[config.mk]
export PLATFORM = sky130hd
export DESIGN_NAME = onehot_enc_sync
export DESIGN_NICKNAME = d
export VERILOG_FILES = /design/src/rtl/onehot_enc_sync.sv
export SDC_FILE = /design/constraint.sdc
export NUM_CORES = 1
export LEC_CHECK = 0
export BUFFER_PORTS_ARGS = -buffer_cell sky130_fd_sc_hd__buf_2
export CORE_MARGIN = 5
export CORE_UTILIZATION = 58
export DETAILED_ROUTE_END_ITERATION = 7
export PLACE_DENSITY_LB_ADDON = 0.1
export SLEW_MARGIN = 20
export SYNTH_ARGS = -nofsm -noshare
export SYNTH_HDL_FRONTEND = slang
export SYNTH_SLANG_ARGS = --single-unit
[constraint.sdc]
create_clock -name sys_clk -period 2.5 [get_ports sys_clk]
set_clock_uncertainty 0.1 [all_clocks]
set_input_delay 0.125 -clock sys_clk [delete_from_list [all_inputs] [get_ports sys_clk]]
set_output_delay 0.125 -clock sys_clk [all_outputs]
set_load 0.05 [all_outputs]
[src/rtl/onehot_enc_sync.sv]
// onehot_enc_sync
// Synchronises an asynchronous 8-bit one-hot bus and debounces it. Each newly settled value
// is encoded to a 3-bit index, with priority given to the MSB. The result is presented on a
// valid/ready handshake together with a flag that marks values which were not exactly one-hot.
module onehot_enc_sync #(
  parameter int STABLE_CNT = 4
) (
  input  logic       sys_clk,
  input  logic       sys_rst_n,
  input  logic [7:0] in_code,
  input  logic       out_ready,
  output logic [2:0] out_code,
  output logic       out_err,
  output logic       out_valid,
  output logic       busy
);

  // cnt holds 0..STABLE_CNT-1. The extra bit guarantees it never wraps, even at powers of two.
  localparam int CW = $clog2(STABLE_CNT) + 1;
  localparam logic [CW-1:0] CNT_LAST = CW'(STABLE_CNT - 1);

  typedef enum logic [1:0] {
    S_WAIT   = 2'd0,
    S_FILTER = 2'd1,
    S_OUT    = 2'd2
  } state_t;

  state_t          state_reg;
  logic [7:0]      sync1_reg;
  logic [7:0]      sync2_reg;
  logic [7:0]      last_reg;
  logic [7:0]      sample_reg;
  logic [CW-1:0]   cnt_reg;

  logic [7:0]      top_bit;
  logic [2:0]      enc_code;
  logic            enc_onehot;
  logic            enc_err;

  // Two-flop synchroniser. The idle value is the one-hot code for index 0.
  always_ff @(posedge sys_clk or negedge sys_rst_n) begin
    if (!sys_rst_n) begin
      sync1_reg <= 8'h01;
      sync2_reg <= 8'h01;
    end else begin
      sync1_reg <= in_code;
      sync2_reg <= sync1_reg;
    end
  end

  // top_bit marks the highest set bit of the sample. An all-zero sample leaves it empty,
  // so the encoded index falls to 0.
  genvar gi, gj;
  generate
    for (gi = 0; gi < 8; gi++) begin : g_top
      assign top_bit[gi] = sample_reg[gi] && ((sample_reg >> (gi + 1)) == 8'h00);
    end
    for (gi = 0; gi < 3; gi++) begin : g_code
      logic [7:0] sel;
      for (gj = 0; gj < 8; gj++) begin : g_sel
        localparam bit HIT = ((gj >> gi) % 2) == 1;
        assign sel[gj] = top_bit[gj] & HIT;
      end
      assign enc_code[gi] = |sel;
    end
  endgenerate

  // Exactly one bit is set when the value is nonzero and clearing its lowest set bit leaves zero.
  assign enc_onehot = (sample_reg != 8'h00) && ((sample_reg & (sample_reg - 8'd1)) == 8'h00);
  assign enc_err    = !enc_onehot;

  assign busy = (state_reg != S_WAIT);

  // Filter FSM: a new value must match the sample for STABLE_CNT cycles before it is encoded.
  always_ff @(posedge sys_clk or negedge sys_rst_n) begin
    if (!sys_rst_n) begin
      state_reg  <= S_WAIT;
      last_reg   <= 8'h01;
      sample_reg <= 8'h01;
      cnt_reg    <= '0;
      out_code   <= 3'd0;
      out_err    <= 1'b0;
      out_valid  <= 1'b0;
    end else begin
      case (state_reg)
        S_WAIT: begin
          if (sync2_reg != last_reg) begin
            sample_reg <= sync2_reg;
            cnt_reg    <= '0;
            state_reg  <= S_FILTER;
          end
        end
        S_FILTER: begin
          if (sync2_reg == last_reg) begin
            // The glitch fell back to the value that was already reported.
            state_reg <= S_WAIT;
          end else if (sync2_reg != sample_reg) begin
            sample_reg <= sync2_reg;
            cnt_reg    <= '0;
          end else if (cnt_reg != CNT_LAST) begin
            cnt_reg <= cnt_reg + CW'(1);
          end else begin
            out_code  <= enc_code;
            out_err   <= enc_err;
            out_valid <= 1'b1;
            last_reg  <= sample_reg;
            state_reg <= S_OUT;
          end
        end
        S_OUT: begin
          // Input is ignored here. A change is picked up again from S_WAIT because it differs from last.
          if (out_ready) begin
            out_valid <= 1'b0;
            state_reg <= S_WAIT;
          end
        end
        default: begin
          state_reg <= S_WAIT;
        end
      endcase
    end
  end

endmodule

* Word level (Yosys, flattened, before mapping)
Cells that the tools add are included.
** Cells by class
- $add $sub $neg :: 2
- Equality and inequality tests :: 15
- Multiplexer cells :: 20
- Bitwise logic cells :: 4
- Reduce and logical (&&, ||, !) cells :: 28
** Operator list (count)
- logical NOT 8 bit :: 7
- two-way mux 8 bit :: 3
- inequality test 8 bit :: 2
- case mux 8 bit (2 select lines) :: 1
- AND reduction 4 bit :: 4
- two-way mux 3 bit :: 4
- inequality test 2 bit, second input constant :: 6
- OR reduction 4 bit :: 3
- two-way mux 2 bit :: 5
- inequality test 3 bit, second input constant :: 3
- bitwise AND 8 bit :: 1
- equality test 8 bit :: 1
- nonzero test 8 bit :: 1
- subtractor 8 x 1 -> 8 bit, second input constant :: 1
- logical AND 1 bit :: 7
- case mux 2 bit (3 select lines) :: 1
- case mux 3 bit (2 select lines) :: 1
- nonzero test 2 bit :: 3
- AND reduction 5 bit :: 1
- two-way mux 1 bit :: 4
- adder 3 x 1 -> 3 bit, second input constant :: 1
- inequality test 3 x 2 -> 1 bit, second input constant :: 1
- inverter 1 bit :: 3
- equality test 2 x 1 -> 1 bit, second input constant :: 1
- 4 further kinds :: 4
** Storage, ports and cells
- Register bits after elaboration :: 42
- Input bits :: 11
- Output and inout bits :: 6
- Word-level logic and storage cells :: 78

* Longest topological paths before layout
- Word-level depth :: 5
- Gate-level depth with buffers :: 7
- Depth with buffers taken out :: 5

* Least setup slack after synthesis
OpenSTA, ideal clock, no wires.
- Path kind :: register to register
- Start :: register sample_reg[1]
- End :: register last_reg[1]
- Setup time :: 125 ps
- Arrival :: 1971 ps
- Data required time :: 2275 ps
- Path slack :: 304 ps
- Stages on the path, launching flop included :: 8
- Path buffers :: 2
- Period minus slack after synthesis :: 2196 ps
- Cells stage by stage :: dfrtp_1 -> buf_6 -> xnor2_1 -> nand3_1 -> or4b_4 -> nor3_4 -> buf_12 -> mux2_4
** On the way
- Word-level cells in the longest chain between the ends :: 3
** RTL lines
- start: declaration :: line 32 : logic [7:0] sample_reg;
- start signal: assignment :: line 88 : sample_reg <= sync2_reg;
- start signal: assignment :: line 98 : sample_reg <= sync2_reg;
- inequality test 8 bit :: line 97 : end else if (sync2_reg != sample_reg) begin
- inverter 1 bit (no line)
- AND reduction 4 bit (no line)
- end signal: assignment :: line 106 : last_reg <= sample_reg;
- end: declaration :: line 31 : logic [7:0] last_reg;
Several ways; a longest one is shown, not always the timed one.
A chain may end at the register's enable or synchronous reset.

* Worst setup path in the final report
- Start :: register sample_reg[7]
- End :: register last_reg[7]
Same word-level chain as after synthesis.

==> results.toml <==
[timing]
hold-worst-slack_ns = 0.264
worst_slew_pin_slew_ns = 0.893
fmax_mhz = 440
relSlewSlack_pct = 40.4
timing.final.crit_share_pct = 90.9
setup_tns_ns = 0
hold_viol = 0
maxSlewViolCount = 0
fin_crit_ns = 2.27
rsz0062_at_grt = "no"
setup_viol = 0

[critical_path]
crit_slowest_cell = "or4b_4"
cp_num_buf_inv = 1
crit_required_ns = 2.66
crit_path_max_incr_delay_ns = 0.51
reg2reg_slack_ns = 0.23
cp_data_arrival_time_ns = 2.43
cp_top_family = "simple AND/OR/NAND/NOR gates"
crit_fanout = 13
r2r-end = "last_reg[7]"
path_cells = "xnor2_1 -> nand3_1 -> or4b_4 -> nor3_4 -> buf_12 -> mux2_2"
endpoint_kind = "flop"
critPathKind = "flop to flop"
critPathLaunchType = "flop"
reg2reg_from = "sample_reg[7]"
rr_worst_depth = 6

[floorplan]
chipWidth_um = 66.7
rows = 20
core_area_mm2 = 0.00308
initial_core_util_pct = 60.6
die_area_mm2 = 0.00445
num_io_pins = 17
die_h_um = 66.7

[global_routing]
grt_overflow = 0
grt_usage_pct = 16.4
grt_pass1_vias = 1215
grt_pass1_wl_mm = 5.42
grt_start_max_net_pins = 43
antenna_found_initial = 0

[synth]
yosysWarnings = 0
synth_top_area_cell = "dfrtp_1"
synth_cell_type_count = 36
seq_area_frac_synth_pct = 56.6
synth_nets = 152
synthFlopType = "dfrtp_1"
netlist_instances = 139
ys_ff_latch = 42
synth_area_mm2 = 0.00186
synth-edff-count = 0
synth_top_area_share_pct = 51.0
postSynthAreaPerCell_um2 = 13.4
synth_area_leaders = "dfrtp_1 51%, mux2_4 7.2%, xnor2_1 7.0%"
synthArstFlopShare_pct = 100

[pwr]
ir_worst_vdd_mv = 0.424
total_power_w = 0.00115
powerDensity_mw_per_mm2 = 545
power.leakage_nw = 0.910

[detailed_routing]
dr.first_iter.drc_count = 41
routed_wl_mm = 2.99
wl_per_cell_um = 14.2
route.detailed.drc = 0
vias_per_cell = 5.23
drt-pass1-iter-count = 4
num_vias = 1103
drtAntennaViolNets = 0

[cells_and_area]
final_nets = 179
num_antenna_cells = 0
drive_above_1_share_pct = 33.5
final_common_cell = "dfrtp_1"
final_cell_mix = "38 x dfrtp_1, 16 x buf_2, 15 x xnor2_1"
final_util_pct = 68.7
syn_to_final_growth_pct = 13.4
finalNonFillerCells = 211

[clock_network]
cts_sinks = 42
cts.path.max_buffers = 2
root_buffer = "clkbuf_4"
path_clk_slew_ns = 0.13
htreeDepth = 2
cts_tree = "yes"
clk_latency_ns = 0.35
numCtsBuffers = 5

[status]
status = "finished, final reports clean"

[flow_run]
maxCapViolations = 0

[place]
gp_congestion = 0.864
dpl.cell_count = 193
dp_hpwl_mm = 2.10
portBuffers = 16

[min_path]
worstHoldStart = "sync1_reg[3]"
holdPathStages = 0
hold_class = "flop to flop"
worstHoldEndpoint = "sync2_reg[3]"
-- worst max-delay path by stage --
stage / start / endpoint / slack [ns] / depth (start not counted)
4_1_cts: sample_reg[7] / out_err / 0.22 / 6
5_1_grt: sample_reg[1] / last_reg[7] / 0.13 / 6
2_1_floorplan: sample_reg[1] / last_reg[1] / 0.30 / 7
6_report: sample_reg[7] / last_reg[7] / 0.23 / 6
3_5_place_dp: sample_reg[7] / last_reg[7] / 0.24 / 6
3_3_place_gp: sample_reg[7] / last_reg[7] / 0.30 / 6
-- cells in the mapped netlist, types with 3 or more instances --
master,number
dfrtp_1,38
nand4_1,3
inv_1,6
nand2_1,3
o22ai_1,3
dfstp_2,4
a21oi_1,3
mux2_2,11
xnor2_1,15
nor4_1,3
mux2_4,9
clkbuf_1,3
buf_6,4
nor2_1,7
-- report_power, final --
part	leakage, nW	internal [W]	switching (W)
clock network	0.0278	0.000113	0.000230
registers	0.519	0.000702	0.0000234
logic	0.364	0.0000446	0.0000396
-- cells by family (layout without fill, tap and decap cells) --
kind of cell	after synthesis	after routing	share of synthesized area (%)
flip-flops	42	42	56.6
AND/OR/NAND/NOR	28	28	9.06
multiplexers	21	21	14.4
XOR/XNOR	16	16	7.52
AO/OA/AOI/OAI	15	15	5.44
buffers and inverters	15	43	5.57
adder cells (fa/ha/maj)	2	2	1.34
-- metrics by stage --
stage / instance area (um^2) / setup WS (ns)
after global routing: 2110 / 0.125
final: 2110 / 0.229
after floorplan: 1860 / 0.304
after detailed placement: 1950 / 0.244
after global placement: 1950 / 0.299
after CTS: 2110 / 0.215
-- layer usage --
layer / up-vias / GRT usage [%] / part of all wire [%]
li1: 540 / - / -
met1: 536 / 21.6 / 47
met2: 21 / 25.4 / 47
met3: 6 / 5.23 / 4.2
met4: 0 / 5.84 / 1.4
met5: - / 0 / 0
-- area by class of cell --
cell class,count,area [um^2]
Inverter,6,22.5
Multi-Input combinational cell,82,704
Tap cell,44,55.1
Sequential cell,42,1060
Timing Repair Buffer,29,215
Clock inverter,3,23.8
Clock buffer,5,37.5
Fill cell,236,963
-- repair_timing --
item | 4_1_cts | 5_1_grt
endpoints found under the hold margin | 47 | 0
resized for setup | 0 | 0
hold buffers | 10 | 0
setup buffers | 0 | 0
Power figures use the tool's default switching activity.
